## src/rtl/sync_link_pkg.sv

```systemverilog
// -----------------------------------------------------------------------------
// sync_link_pkg
// Shared definitions for the sync-word serial link: the transmitter state
// encoding, the default sync header, and the 1101 sequence constant that both
// det_moore and sync_frame_tx use, so the two ends cannot drift apart.
// -----------------------------------------------------------------------------
package sync_link_pkg;

    typedef enum logic [2:0] {
        ST_IDLE   = 3'd0,
        ST_SYNC   = 3'd1,
        ST_DATA   = 3'd2,
        ST_PARITY = 3'd3,
        ST_GAP    = 3'd4
    } sync_state_t;

    // The one definition of the link's sync sequence.
    localparam logic [3:0] SEQ_1101 = 4'b1101;

    localparam int                    SYNC_W_DEF   = 4;
    localparam logic [SYNC_W_DEF-1:0] SYNC_PAT_DEF = SEQ_1101;

    function automatic int max_of(input int a, input int b);
        return (a > b) ? a : b;
    endfunction

endpackage

```

## src/rtl/sync_frame_piso.sv

```systemverilog
// -----------------------------------------------------------------------------
// sync_frame_piso
// Loadable MSB-first parallel-in / serial-out shift register. Zeros are shifted
// in at the LSB, so once every loaded bit has been shifted out the serial
// output rests at 0 without any extra gating.
//
// Ports:
//   clk       system clock, rising edge
//   rst       synchronous active-high reset, clears the register
//   load      capture load_val (has priority over shift)
//   shift     shift left by one, 0 into the LSB
//   load_val  parallel word to load
//   msb       current MSB (the serial output bit)
// -----------------------------------------------------------------------------
module sync_frame_piso #(
    parameter int W = 12
) (
    input  logic         clk,
    input  logic         rst,
    input  logic         load,
    input  logic         shift,
    input  logic [W-1:0] load_val,
    output logic         msb
);

    logic [W-1:0] sr;

    always_ff @(posedge clk) begin
        if (rst) begin
            sr <= '0;
        end else if (load) begin
            sr <= load_val;
        end else if (shift) begin
            sr <= {sr[W-2:0], 1'b0};
        end
    end

    assign msb = sr[W-1];

endmodule

```

## src/rtl/sync_frame_tx.sv

```systemverilog
// -----------------------------------------------------------------------------
// sync_frame_tx
// Bit-serial frame transmitter. Each word accepted on the valid/ready
// handshake is sent on dout as SYNC_PAT (MSB first), then the payload
// (MSB first), then GAP idle-zero bit times. Drives det_moore's din.
//
// Optional feature, macro SYNC_FRAME_TX_PARITY_EN: when defined, one even
// parity bit (XOR of the payload) follows the payload with frame_act=1,
// lengthening the frame period by one cycle.
//
// Ports:
//   clk        system clock, rising edge
//   rst        synchronous active-high reset
//   in_data    payload word
//   in_valid   payload word valid
//   in_ready   block can accept a word this cycle (IDLE and not in reset)
//   dout       serial line, registered
//   frame_act  registered, high while a sync/payload/parity bit is on dout
//   busy       registered, high in any state other than IDLE
// -----------------------------------------------------------------------------
module sync_frame_tx
    import sync_link_pkg::*;
#(
    parameter int                DATA_W   = 8,
    parameter int                SYNC_W   = SYNC_W_DEF,
    parameter logic [SYNC_W-1:0] SYNC_PAT = SYNC_PAT_DEF,
    parameter int                GAP      = 1
) (
    input  logic              clk,
    input  logic              rst,
    input  logic [DATA_W-1:0] in_data,
    input  logic              in_valid,
    output logic              in_ready,
    output logic              dout,
    output logic              frame_act,
    output logic              busy
);

`ifdef SYNC_FRAME_TX_PARITY_EN
    localparam int PAR_W = 1;
`else
    localparam int PAR_W = 0;
`endif

    // Whole frame (header + payload [+ parity]) lives in one shift register,
    // loaded at the handshake; the payload waits behind the header.
    localparam int SR_W  = SYNC_W + DATA_W + PAR_W;
    localparam int CNT_W = $clog2(max_of(max_of(SYNC_W, DATA_W), max_of(GAP, 2))) + 1;

    localparam logic [CNT_W-1:0] SYNC_LAST = CNT_W'(SYNC_W - 1);
    localparam logic [CNT_W-1:0] DATA_LAST = CNT_W'(DATA_W - 1);
    localparam logic [CNT_W-1:0] GAP_LAST  = CNT_W'((GAP > 0) ? GAP - 1 : 0);

    // Where the FSM goes once the last serial bit of a frame is out.
    localparam sync_state_t ST_POST = (GAP > 0) ? ST_GAP : ST_IDLE;

    sync_state_t      state, state_nxt;
    logic [CNT_W-1:0] cnt, cnt_nxt;
    logic             xfer;
    logic             shift_en;
    logic [SR_W-1:0]  load_word;

    assign in_ready = (state == ST_IDLE) && !rst;
    assign xfer     = in_valid && in_ready;
    assign shift_en = (state == ST_SYNC) || (state == ST_DATA) || (state == ST_PARITY);

`ifdef SYNC_FRAME_TX_PARITY_EN
    assign load_word = {SYNC_PAT, in_data, ^in_data};
`else
    assign load_word = {SYNC_PAT, in_data};
`endif

    // ---------------- next-state / counter ----------------
    always_comb begin
        state_nxt = state;
        cnt_nxt   = cnt + 1'b1;
        case (state)
            ST_IDLE: begin
                cnt_nxt = '0;
                if (xfer) state_nxt = ST_SYNC;
            end
            ST_SYNC: begin
                if (cnt == SYNC_LAST) begin
                    state_nxt = ST_DATA;
                    cnt_nxt   = '0;
                end
            end
            ST_DATA: begin
                if (cnt == DATA_LAST) begin
`ifdef SYNC_FRAME_TX_PARITY_EN
                    state_nxt = ST_PARITY;
`else
                    state_nxt = ST_POST;
`endif
                    cnt_nxt   = '0;
                end
            end
            ST_PARITY: begin
                state_nxt = ST_POST;
                cnt_nxt   = '0;
            end
            ST_GAP: begin
                if (cnt == GAP_LAST) begin
                    state_nxt = ST_IDLE;
                    cnt_nxt   = '0;
                end
            end
            default: begin
                state_nxt = ST_IDLE;
                cnt_nxt   = '0;
            end
        endcase
    end

    // ---------------- state and registered status ----------------
    // Status flags are computed from state_nxt so they line up with the bit
    // the shift register presents in the same cycle.
    always_ff @(posedge clk) begin
        if (rst) begin
            state     <= ST_IDLE;
            cnt       <= '0;
            frame_act <= 1'b0;
            busy      <= 1'b0;
        end else begin
            state     <= state_nxt;
            cnt       <= cnt_nxt;
            frame_act <= (state_nxt == ST_SYNC) || (state_nxt == ST_DATA) ||
                         (state_nxt == ST_PARITY);
            busy      <= (state_nxt != ST_IDLE);
        end
    end

    // ---------------- serialiser ----------------
    // Loads only in IDLE, shifts once per frame bit; after SR_W shifts it is
    // all zeros, which keeps dout low through GAP and IDLE.
    sync_frame_piso #(
        .W (SR_W)
    ) u_piso (
        .clk      (clk),
        .rst      (rst),
        .load     (xfer),
        .shift    (shift_en),
        .load_val (load_word),
        .msb      (dout)
    );

endmodule

```

## config.mk

```make
export PLATFORM = sky130hd
export DESIGN_NAME = sync_frame_tx
export DESIGN_NICKNAME = d
export VERILOG_FILES = /design/src/rtl/sync_link_pkg.sv /design/src/rtl/sync_frame_piso.sv /design/src/rtl/sync_frame_tx.sv
export SDC_FILE = /design/constraint.sdc
export NUM_CORES = 1
export LEC_CHECK = 0
export ABC_AREA = 1
export CAP_MARGIN = 15
export CORE_MARGIN = 5
export CORE_UTILIZATION = 55
export DETAILED_ROUTE_END_ITERATION = 8
export DONT_BUFFER_PORTS = 1
export PLACE_DENSITY_LB_ADDON = 0.1
export SLEW_MARGIN = 20
export SYNTH_ARGS = -nofsm -noshare
export SYNTH_HDL_FRONTEND = slang
export SYNTH_SLANG_ARGS = --single-unit
```

## constraint.sdc

```tcl
create_clock -name clk -period 1.08 [get_ports clk]
set_input_delay 0.216 -clock clk [delete_from_list [all_inputs] [get_ports clk]]
set_output_delay 0.216 -clock clk [all_outputs]
set_load 0.005 [all_outputs]
```

## Word level (Yosys, flattened, before mapping)

Index checks and enable logic that the tools add are counted.

- Multipliers: 0
- Divide/modulo/power cells: 0
- Bitwise gates (word level): 0
- Multiplexer cells: 11
- $lt $le $gt $ge: 0
- $add $sub $neg: 1
- Equal/unequal tests: 9
- Reductions and logical operators: 12
- Shift operators: 0

Operators with widths:

| kind | number |
|---|---|
| $mux 12 | 2 |
| $pmux 3 s5 | 1 |
| $eq 3x2->1 const B | 4 |
| $mux 3 | 4 |
| $mux 4 | 3 |
| $pmux 4 s3 | 1 |
| $eq 3x1->1 const B | 2 |
| $add 4x1->4 const B | 1 |
| $eq 4x2->1 const B | 1 |
| $eq 4x3->1 const B | 1 |
| $logic_not 4->1 | 1 |
| $logic_or 1x1->1 | 4 |
| $eq 3x3->1 const B | 1 |
| $logic_not 3->1 | 1 |
| $reduce_bool 3->1 | 1 |
| $logic_and 1x1->1 | 2 |
| $reduce_bool 2->1 | 1 |
| $reduce_or 2->1 | 1 |
| $logic_not 1->1 | 1 |

- Output and inout port bits: 4
- Flip-flop bits (word level): 21
- Memories: 0
- Bits in writable memories: 0
- Bits in latches: 0
- Bits in read-only memories: 0

## Longest topological paths before layout

Gate-level depths: netlist (run 1).

- Word-level depth: 8
- Mapped depth: 8
- Mapped depth without buffers: 7

## Modules after synthesis

Synthesis (run 1) repeated with hierarchy kept, for this count alone.

- Cell total of the unflattened synthesis: 160
- Area, all modules: 1068.5 um^2

By module, submodules not included:

| module | seq. area each (um^2) | instances | cells an instance | area an instance (um^2) |
|---|---|---|---|---|
| sync_frame_piso | 240.2 | 1 | 90 | 601.8 |
| sync_frame_tx | 180.2 | 1 | 70 | 466.7 |

## Least setup slack after synthesis (run 1)

Ideal clock, no wire load.

- Path kind: flip-flop to flip-flop
- Start point: reg state[2]
- End point: reg u_piso.sr[1]
- Library setup time: 0.129 ns
- Data required time: 0.951 ns
- Arrival: 0.961 ns
- Slack: -0.010 ns
- Stages on the path, launching flop included: 8
- Cell sequence: dfxtp_1 > buf_6 > nor2_8 > nand3_4 > nand2_4 > nor2_1 > nor2_1 > nor2_1

- Longest elaborated chain between the ends: 4
- Elaborated cells between the ends (all ways): 10

RTL lines:

| item | line | RTL |
|---|---|---|
| start: declaration | sync_frame_tx.sv:57 | `sync_state_t state, state_nxt;` |
| start signal: assignment | sync_frame_tx.sv:125 | `state <= state_nxt;` |
| $eq 3x1->1 (tied with other cells) | sync_frame_tx.sv:65 | `assign shift_en = (state == ST_SYNC) \|\| (state == ST_DATA) \|\| (state == ST_PARITY);` |
| $logic_or 1x1->1 or $logic_and 1x1->1 (tied branches) | sync_frame_tx.sv:65, sync_frame_tx.sv:63 |  |
| $logic_or 1x1->1 or $logic_and 1x1->1 (tied branches) | sync_frame_tx.sv:65, sync_frame_tx.sv:64 |  |
| $reduce_bool 2->1 (no source line) or $mux 12 (tied branches) | n/a |  |
| end signal: assignment | sync_frame_piso.sv:32 | `sr <= load_val;` |
| end signal: assignment | sync_frame_piso.sv:34 | `sr <= {sr[W-2:0], 1'b0};` |
| end: declaration | sync_frame_piso.sv:26 | `logic [W-1:0] sr;` |

Parallel ways exist; a longest one is shown, timed or not.
A chain may end at the register's enable or synchronous reset.

## Worst setup path in the final report (run 1)

- Start point: reg state[1]
- End point: reg u_piso.sr[7]

Same word-level chain as after synthesis.

==> impl_metrics.env, run 1 <==
export IMPL_start_util_pct=58.3
export IMPL_violations="negative hold slack, negative setup slack"
export IMPL_diodes=0
export IMPL_crit_buf_inv=1
export IMPL_clock_fmax_mhz=752
export IMPL_cts_path_max_buffers=2
export IMPL_critPathSlowestCell="dfxtp_4"
export IMPL_grt_pass1_wl_um=4770
export IMPL_postSynthAreaPerCell_um2=7.09
export IMPL_ctsRootBufferMaster="clkbuf_4"
export IMPL_finalClockSkew_ps=7.31
export IMPL_grtUsageTotal_pct=18.6
export IMPL_crit_required_ps=1280
export IMPL_num_rows=16
export IMPL_relSlewSlack_pct=73.5
export IMPL_mappedNetlistNets=176
export IMPL_multi_input_area_um2=752
export IMPL_drtIter0Drc=42
export IMPL_die_area_um2=3120
export IMPL_antenna_found_initial=0
export IMPL_path_class="flip-flop to flip-flop"
export IMPL_cap_violations=0
export IMPL_setup_tns_ps=-3180
export IMPL_cts_tree="done"
export IMPL_htreeDepth=1
export IMPL_drv_slew=0
export IMPL_post_dp_hpwl_um=1810
export IMPL_cp_end_kind="flip-flop"
export IMPL_ant_nets=0
export IMPL_grt_max_degree=13
export IMPL_fp_dieW_um=55.8
export IMPL_p_int_mw=1.09
export IMPL_regArea_um2=434
export IMPL_p_per_area_nw_per_um2=955
export IMPL_worst_path_largest_cell_delay_ps=370
export IMPL_wl_per_cell_um=14.1
export IMPL_cp_top_family="simple AND/OR/NAND/NOR gates"
export IMPL_setup_ws_ps=-250
export IMPL_crit_arrival_ps=1530
export IMPL_reg2reg_slack_ps=-250
export IMPL_p_leak_nw=0.780
export IMPL_hp_class="primary input to flip-flop"
export IMPL_fin_crit_ps=1330
export IMPL_grt_pass1_vias=1049
export IMPL_finalHoldViolations=9
export IMPL_pwr_share_seq_pct=54.0
export IMPL_final_period_utilization_pct=123
export IMPL_nFillCells=118
export IMPL_netlist_area_um2=1150
export IMPL_layout_drive_gt1_share_pct=42.9
export IMPL_yosysUniqueCellTypes=24
export IMPL_final_area_um2=1600
export IMPL_gp_congestion=0.815
export IMPL_crit_path_start_kind="flip-flop"
export IMPL_clock_sinks=21
export IMPL_critPathMaxFanout=7
export IMPL_pwr_share_comb_pct=21.4
export IMPL_rsz0062_at_grt="true"
export IMPL_ioPinCount=15
export IMPL_area_growth_pct=38.7
export IMPL_ys_seq_elements=21
export IMPL_core_um2=1980
export IMPL_swShare_pct=28.4
export IMPL_finalPower_mw=1.53
export IMPL_placed_area_um2=1300
export IMPL_ys_seq_area_share_pct=36.4
export IMPL_clock_power_share_pct=24.6
export IMPL_drc=0
export IMPL_clock_latency_ps=300
export IMPL_path_cells="buf_6 > nor2_4 > nand3_4 > nand2_8 > nor2_1 > nor2_1 > nor2_1"
export IMPL_tightest_slew_ps=396
export IMPL_setup_viol=22
export IMPL_holdWs_ps=-41.8
export IMPL_power_switching_mw=0.435
export IMPL_cts_clk_slew_worst_paths_ps=120
export IMPL_dp_slack_ps=-108
export IMPL_grt_overflow=0
export IMPL_num_vias=1157
export IMPL_drt_wl_total_um=3040
export IMPL_timing_critical_path_mode_cell="nor2_1"
export IMPL_ys_warn_count=0
export IMPL_synth_cells=163
export IMPL_vias_per_cell=5.36
export IMPL_status="finished with violations"
export IMPL_die_y_um=55.8
export IMPL_cts_buffers=3
export IMPL_portBuffers=0
export IMPL_firstDrtPassIters=5
export IMPL_fin_nets=203
export IMPL_vdd_drop_max_uv=900
through the flow:
step	instances	util (%)	hold slack (ps)
after floorplan	163	-	387
after global placement	202	65.8	286
after detailed placement	202	65.8	286
after CTS	215	74.1	-42.0
after global routing	216	80.8	-60.0
final	216	80.8	-41.8
layout make-up:
cell class,count,area share (%)
clock buffers,4,1.64
repair buffers,26,16.1
multi-input cells,113,47.0
inverters,25,6.09
well taps,27,2.11
flip-flops and latches,21,27.1
logic make-up after synthesis:
family	after synthesis	synth area share, %
AND/OR/NAND/NOR	104	46.0
buffers and inverters	29	11.0
flip-flops	21	36.4
AO/OA/AOI/OAI	5	2.82
XOR/XNOR	2	1.52
adder cells (fa/ha/maj)	2	2.17
routing by layer:
layer	GRT usage (%)	vias to the layer above	wire, µm
li1	-	564	-
met1	23.4	530	1180
met2	32.4	49	1550
met3	2.09	14	183
met4	6.78	0	131
met5	0	-	0
layout by cell type, fill, tap and decap left out, drive strengths merged:
cell / instances
nand4: 8
xor2: 2
buf: 26
nor3: 1
ha: 2
clkinv: 2
nand3: 14
dfxtp: 21
a21oi: 2
nand2: 49
o211ai: 3
inv: 23
nor2: 32
clkbuf: 4
synth_stat cells, drive strengths merged:
| cell | n | area [µm²] |
|---|---|---|
| nor3 | 1 | 5.00 |
| a21oi | 2 | 10.0 |
| ha | 2 | 25.0 |
| clkinv | 2 | 8.75 |
| nand3 | 14 | 97.6 |
| o211ai | 3 | 22.5 |
| buf | 3 | 26.3 |
| xor2 | 2 | 17.5 |
| nand4 | 8 | 50.1 |
| inv | 23 | 88.8 |
| nand2 | 49 | 214 |
| clkbuf | 1 | 3.75 |
| dfxtp | 21 | 420 |
| nor2 | 32 | 165 |
state kept, by name (all words and copies together) (netlist names):
| signal | cells |
|---|---|
| u_piso.sr | 12 |
| cnt | 4 |
| state | 3 |
| busy | 1 |
| frame_act | 1 |
power by group through the flow:
stage               Sequential [mW]  Combinational (mW)  Clock, mW
floorplan                     0.844               0.168          0
global placement              0.848               0.208          0
detailed placement            0.850               0.216          0
CTS                           0.827               0.267      0.382
global route                  0.831               0.356      0.421
finish                        0.826               0.327      0.376
what timing repair did:
item                       in CTS  in global routing
setup buffers                   9                  1
hold endpoints to repair        9                  9
pin swaps                       9                 21
gates resized for setup        26                 34
setup endpoints to repair      22                 22
path summary, 6_finish.rpt:
path,depth (start not counted),to,from
worst max-delay path,7,u_piso.sr[7]$_SDFFE_PP0P_,state[1]$_SDFF_PP0_
worst min-delay path,1,cnt[1]$_SDFF_PP0_,rst
worst max register to register,7,u_piso.sr[7]$_SDFFE_PP0P_,state[1]$_SDFF_PP0_
worst min register to register,2,u_piso.sr[9]$_SDFFE_PP0N_,u_piso.sr[8]$_SDFFE_PP0P_
Power figures use the tool's default switching activity.
==> run 2, diff against run 1 <==
- CORE_MARGIN: 5 -> 2
==> impl_metrics.env, run 2 (synthesized netlist as in run 1, its figures left out) <==
export IMPL_grt_overflow=0
export IMPL_dp_cells=202
export IMPL_finalClockSkew_ps=4.35
export IMPL_startpoint="state[2]$_SDFF_PP0_"
export IMPL_timing_rr_start="state[2]$_SDFF_PP0_"
export IMPL_final_common_cell="nand2_1"
export IMPL_fin_crit_ps=1290
export IMPL_final_cell_mix="27 x nand2_1, 22 x nor2_1, 17 x inv_1"
export IMPL_critPathMaxFanout=7
export IMPL_tightest_slew_ps=436
export IMPL_core_um2=1960
export IMPL_portBuffers=0
export IMPL_final_period_utilization_pct=119
export IMPL_clock_latency_ps=310
export IMPL_fin_nets=206
export IMPL_p_leak_nw=0.787
export IMPL_wl_per_cell_um=16.8
export IMPL_cts_path_max_buffers=2
export IMPL_gp_congestion=0.832
export IMPL_grtUsageTotal_pct=26.1
export IMPL_firstDrtPassIters=4
export IMPL_layout_cells_non_filler=219
export IMPL_start_util_pct=58.9
export IMPL_cts_tree="done"
export IMPL_grt_pass1_wl_um=4950
export IMPL_final_area_um2=1650
export IMPL_finalHoldViolations=0
export IMPL_hold_start="in_data[0]"
export IMPL_grt_max_degree=12
export IMPL_cp_end_kind="flip-flop"
export IMPL_fp_dieW_um=49.8
export IMPL_ioPinCount=15
export IMPL_grt_pass1_vias=1163
export IMPL_drc=0
export IMPL_r2r_cells=7
export IMPL_die_y_um=49.8
export IMPL_num_vias=1232
export IMPL_vdd_drop_max_uv=1060
export IMPL_placed_area_um2=1300
export IMPL_drt_wl_total_um=3690
export IMPL_met3_wirelength_um=291
export IMPL_wl_met1_um=1430
export IMPL_cts_clk_slew_worst_paths_ps=120
export IMPL_layout_drive_gt1_share_pct=45.8
export IMPL_ctsRootBufferMaster="clkbuf_4"
export IMPL_clock_sinks=21
export IMPL_ant_nets=0
export IMPL_post_dp_hpwl_um=1650
export IMPL_violations="negative setup slack"
export IMPL_top_regs="u_piso.sr: 12 flops, cnt: 4 flops, state: 3 flops"
export IMPL_path_class="flip-flop to flip-flop"
export IMPL_relSlewSlack_pct=70.8
export IMPL_htreeDepth=1
export IMPL_drtIter0Drc=38
export IMPL_largest_reg_flops=12
export IMPL_hp_class="primary input to flip-flop"
export IMPL_num_rows=16
export IMPL_die_area_um2=2480
export IMPL_cap_violations=0
export IMPL_area_growth_pct=43.0
export IMPL_rsz0062_at_grt="true"
export IMPL_cts_buffers=3
export IMPL_antenna_found_initial=0
export IMPL_vias_per_cell=5.63
export IMPL_setup_ws_ps=-207
export IMPL_fin_util_pct=84.2
export IMPL_diodes=0
export IMPL_wl_met2_um=1890
export IMPL_whs_path_depth=2
export IMPL_drv_slew=0
export IMPL_p_per_area_nw_per_um2=933
export IMPL_setup_viol=22
export IMPL_top_register="u_piso.sr"
export IMPL_crit_arrival_ps=1480
export IMPL_crit_required_ps=1270
export IMPL_clock_fmax_mhz=777
export IMPL_status="finished with violations"
export IMPL_crit_path_start_kind="flip-flop"
export IMPL_route_top_layer_used="met4"
## run 2: cell count changes in the layout (fill, tap and decap cells not counted), sizes merged
| cell | previous run | this run |
|---|---|---|
| buf | 26 | 27 |
| clkinv | 2 | 1 |
| dlygate4sd3 | 0 | 1 |
| inv | 23 | 24 |
| nor2 | 32 | 33 |
## run 2: critical path, cell delays in order (launching register included)
cell	delay (ps)
dfxtp_4	390
buf_12	140
nor2_8	110
nand3_4	130
nand2_4	140
nor2_1	80
nor2_1	110
nor2_1	60
## run 2: layout make-up
class	count	area (µm²)
clock buffer	4	26.3
fill	116	310
inverter	25	101
multi-input combinational	114	782
sequential	21	437
tap	27	33.8
timing repair buffer	28	272
## run 2: power breakdown
part | total, mW | internal [mW] | leakage (nW) | switching, mW
Combinational | 0.326 | 0.138 | 0.597 | 0.187
Clock | 0.385 | 0.144 | 0.0150 | 0.241
Sequential | 0.829 | 0.804 | 0.175 | 0.0252
Total | 1.54 | 1.09 | 0.787 | 0.454
## run 2: routing by layer
metal / track usage, % / vias to the layer above
met4: 9.26 / 0
met5: 0 / -
met2: 46.2 / 67
met3: 5.45 / 10
li1: - / 569
met1: 31.0 / 586
## run 2: final timing paths
path,end,slack (ps)
setup / recovery,u_piso.sr[5]$_SDFFE_PP0P_,-210
hold / removal,u_piso.sr[0]$_SDFFE_PP0P_,120
setup reg to reg,u_piso.sr[5]$_SDFFE_PP0P_,-210
hold reg to reg,u_piso.sr[9]$_SDFFE_PP0N_,480
## run 2: repair_timing
action	in CTS	in global routing
setup endpoints to repair	22	22
hold buffers	1	0
resized for setup	37	29
gates cloned	1	0
hold endpoints to repair	9	0
pin swaps	7	10
setup buffers	10	2
## run 2: metrics by stage
step                hold slack, ps  power [mW]  TNS [ps]  setup WS (ps)
floorplan                      387        1.01         0           12.6
global placement               285        1.06      -837          -81.1
detailed placement             288        1.06     -1190           -149
CTS                           77.8        1.50      -979           -196
global route                  98.2        1.60     -3580           -251
finish                         121        1.54     -2630           -207
==> run 3, diff against run 2 <==
- CELL_PAD_IN_SITES_DETAIL_PLACEMENT: default -> 1
- CELL_PAD_IN_SITES_GLOBAL_PLACEMENT: default -> 1
- CORE_UTILIZATION: 55 -> 39
==> impl_metrics.env, run 3 (synthesized netlist as in run 1, its figures left out) <==
export IMPL_tightest_slew_ps=359
export IMPL_finalClockSkew_ps=1.57
export IMPL_crit_required_ps=1300
export IMPL_grtUsageTotal_pct=20.5
export IMPL_top_regs="u_piso.sr: 12 flops, cnt: 4 flops, state: 3 flops"
export IMPL_post_dp_hpwl_um=2190
export IMPL_firstDrtPassIters=4
export IMPL_placed_area_um2=1340
export IMPL_final_cell_mix="27 x nand2_1, 18 x buf_4, 17 x nor2_1, 17 x nand2_2, 16 x dfxtp_1"
export IMPL_area_growth_pct=39.7
export IMPL_largest_reg_flops=12
export IMPL_grt_pass1_vias=1164
export IMPL_final_period_utilization_pct=121
export IMPL_path_class="flip-flop to flip-flop"
export IMPL_drc=0
export IMPL_vias_per_cell=5.01
export IMPL_hp_class="primary input to flip-flop"
export IMPL_rsz0062_at_grt="true"
export IMPL_relSlewSlack_pct=75.9
export IMPL_cts_buffers=3
export IMPL_grt_overflow=0
export IMPL_setup_viol=22
export IMPL_reg2reg_slack_ps=-230
export IMPL_p_leak_nw=0.766
export IMPL_fp_dieW_um=58.4
export IMPL_portBuffers=0
export IMPL_violations="negative hold slack, negative setup slack"
export IMPL_crit_arrival_ps=1530
export IMPL_finalHoldViolations=9
export IMPL_die_area_um2=3410
export IMPL_core_um2=2780
export IMPL_cap_violations=0
export IMPL_final_area_um2=1610
export IMPL_p_per_area_nw_per_um2=970
export IMPL_htreeDepth=1
export IMPL_grt_max_degree=13
export IMPL_final_common_cell="nand2_1"
export IMPL_top_register="u_piso.sr"
export IMPL_finalPower_mw=1.56
export IMPL_cp_end_kind="flip-flop"
export IMPL_fin_nets=203
export IMPL_status="finished with violations"
export IMPL_cts_clk_slew_worst_paths_ps=120
export IMPL_clock_latency_ps=310
export IMPL_nFillCells=342
export IMPL_diodes=0
export IMPL_vdd_drop_max_uv=734
export IMPL_ctsRootBufferMaster="clkbuf_4"
export IMPL_wl_per_cell_um=15.9
export IMPL_drtIter0Drc=19
export IMPL_holdWs_ps=-54.8
export IMPL_antenna_found_initial=0
export IMPL_layout_drive_gt1_share_pct=49.7
export IMPL_clock_fmax_mhz=766
export IMPL_crit_path_start_kind="flip-flop"
export IMPL_setup_ws_ps=-226
export IMPL_critPathMaxFanout=7
export IMPL_gp_congestion=0.802
export IMPL_ant_nets=0
export IMPL_drv_slew=0
export IMPL_cts_path_max_buffers=2
export IMPL_clock_sinks=21
export IMPL_fin_crit_ps=1310
export IMPL_cts_tree="done"
export IMPL_num_vias=1103
export IMPL_num_rows=19
export IMPL_die_y_um=58.4
export IMPL_start_util_pct=41.5
export IMPL_ioPinCount=15
export IMPL_grt_pass1_wl_um=5260
export IMPL_drt_wl_total_um=3490
[run 3: worst max-delay path: stages, from the launching register on]
cell,delay (ps)
dfxtp_4,380
buf_6,120
nor2_4,200
nand3_4,170
nand2_8,140
nor2_4,40
nor2_2,100
nor2_1,50
[run 3: path summary, 6_finish.rpt]
path	startpoint	to	depth (start not counted)
min	rst	cnt[1]$_SDFF_PP0_	1
max reg2reg	state[0]$_SDFF_PP0_	u_piso.sr[4]$_SDFFE_PP0P_	7
max	state[0]$_SDFF_PP0_	u_piso.sr[4]$_SDFFE_PP0P_	7
min reg2reg	u_piso.sr[8]$_SDFFE_PP0P_	u_piso.sr[9]$_SDFFE_PP0N_	2
[run 3: layout make-up]
class	count	area (µm²)	area share, %
timing repair buffer	26	243	15.1
sequential	21	432	26.8
tap	31	38.8	2.40
multi-input combinational	113	773	47.9
inverter	25	100	6.21
clock buffer	4	26.3	1.63
[run 3: report_power, final]
| part | internal (mW) | switching (mW) | total (mW) |
|---|---|---|---|
| Combinational | 0.145 | 0.183 | 0.328 |
| Clock | 0.144 | 0.260 | 0.404 |
| Sequential | 0.808 | 0.0228 | 0.831 |
[run 3: routing by layer]
| metal | part of all wire (%) | GRT usage [%] |
|---|---|---|
| met1 | 44 | 24.3 |
| met2 | 52 | 37.1 |
| met3 | 2.6 | 4.18 |
| met4 | 1.1 | 5.98 |
| met5 | 0 | 0 |
[run 3: repair_timing]
| item | 4_1_cts | 5_1_grt |
|---|---|---|
| pin swaps | 18 | 17 |
| endpoints found under the hold margin | 9 | 9 |
| buffers inserted | 6 | 0 |
| resized for setup | 40 | 26 |
| endpoints found under the setup margin | 22 | 22 |
[run 3: metrics by stage]
| stage | TNS [ps] | utilization, % | hold WS, ps | worst slack [ps] | std cells |
|---|---|---|---|---|---|
| 6_report | -3980 | 58.0 | -54.8 | -226 | 220 |
| 5_1_grt | -5110 | 58.0 | -75.2 | -283 | 220 |
| 4_1_cts | -3030 | 55.1 | -57.6 | -194 | 220 |
| 3_5_place_dp | -2410 | 48.1 | 289 | -187 | 210 |
| 3_3_place_gp | -1860 | 48.1 | 289 | -157 | 210 |
| 2_1_floorplan | 0 | - | 387 | 12.6 | 163 |
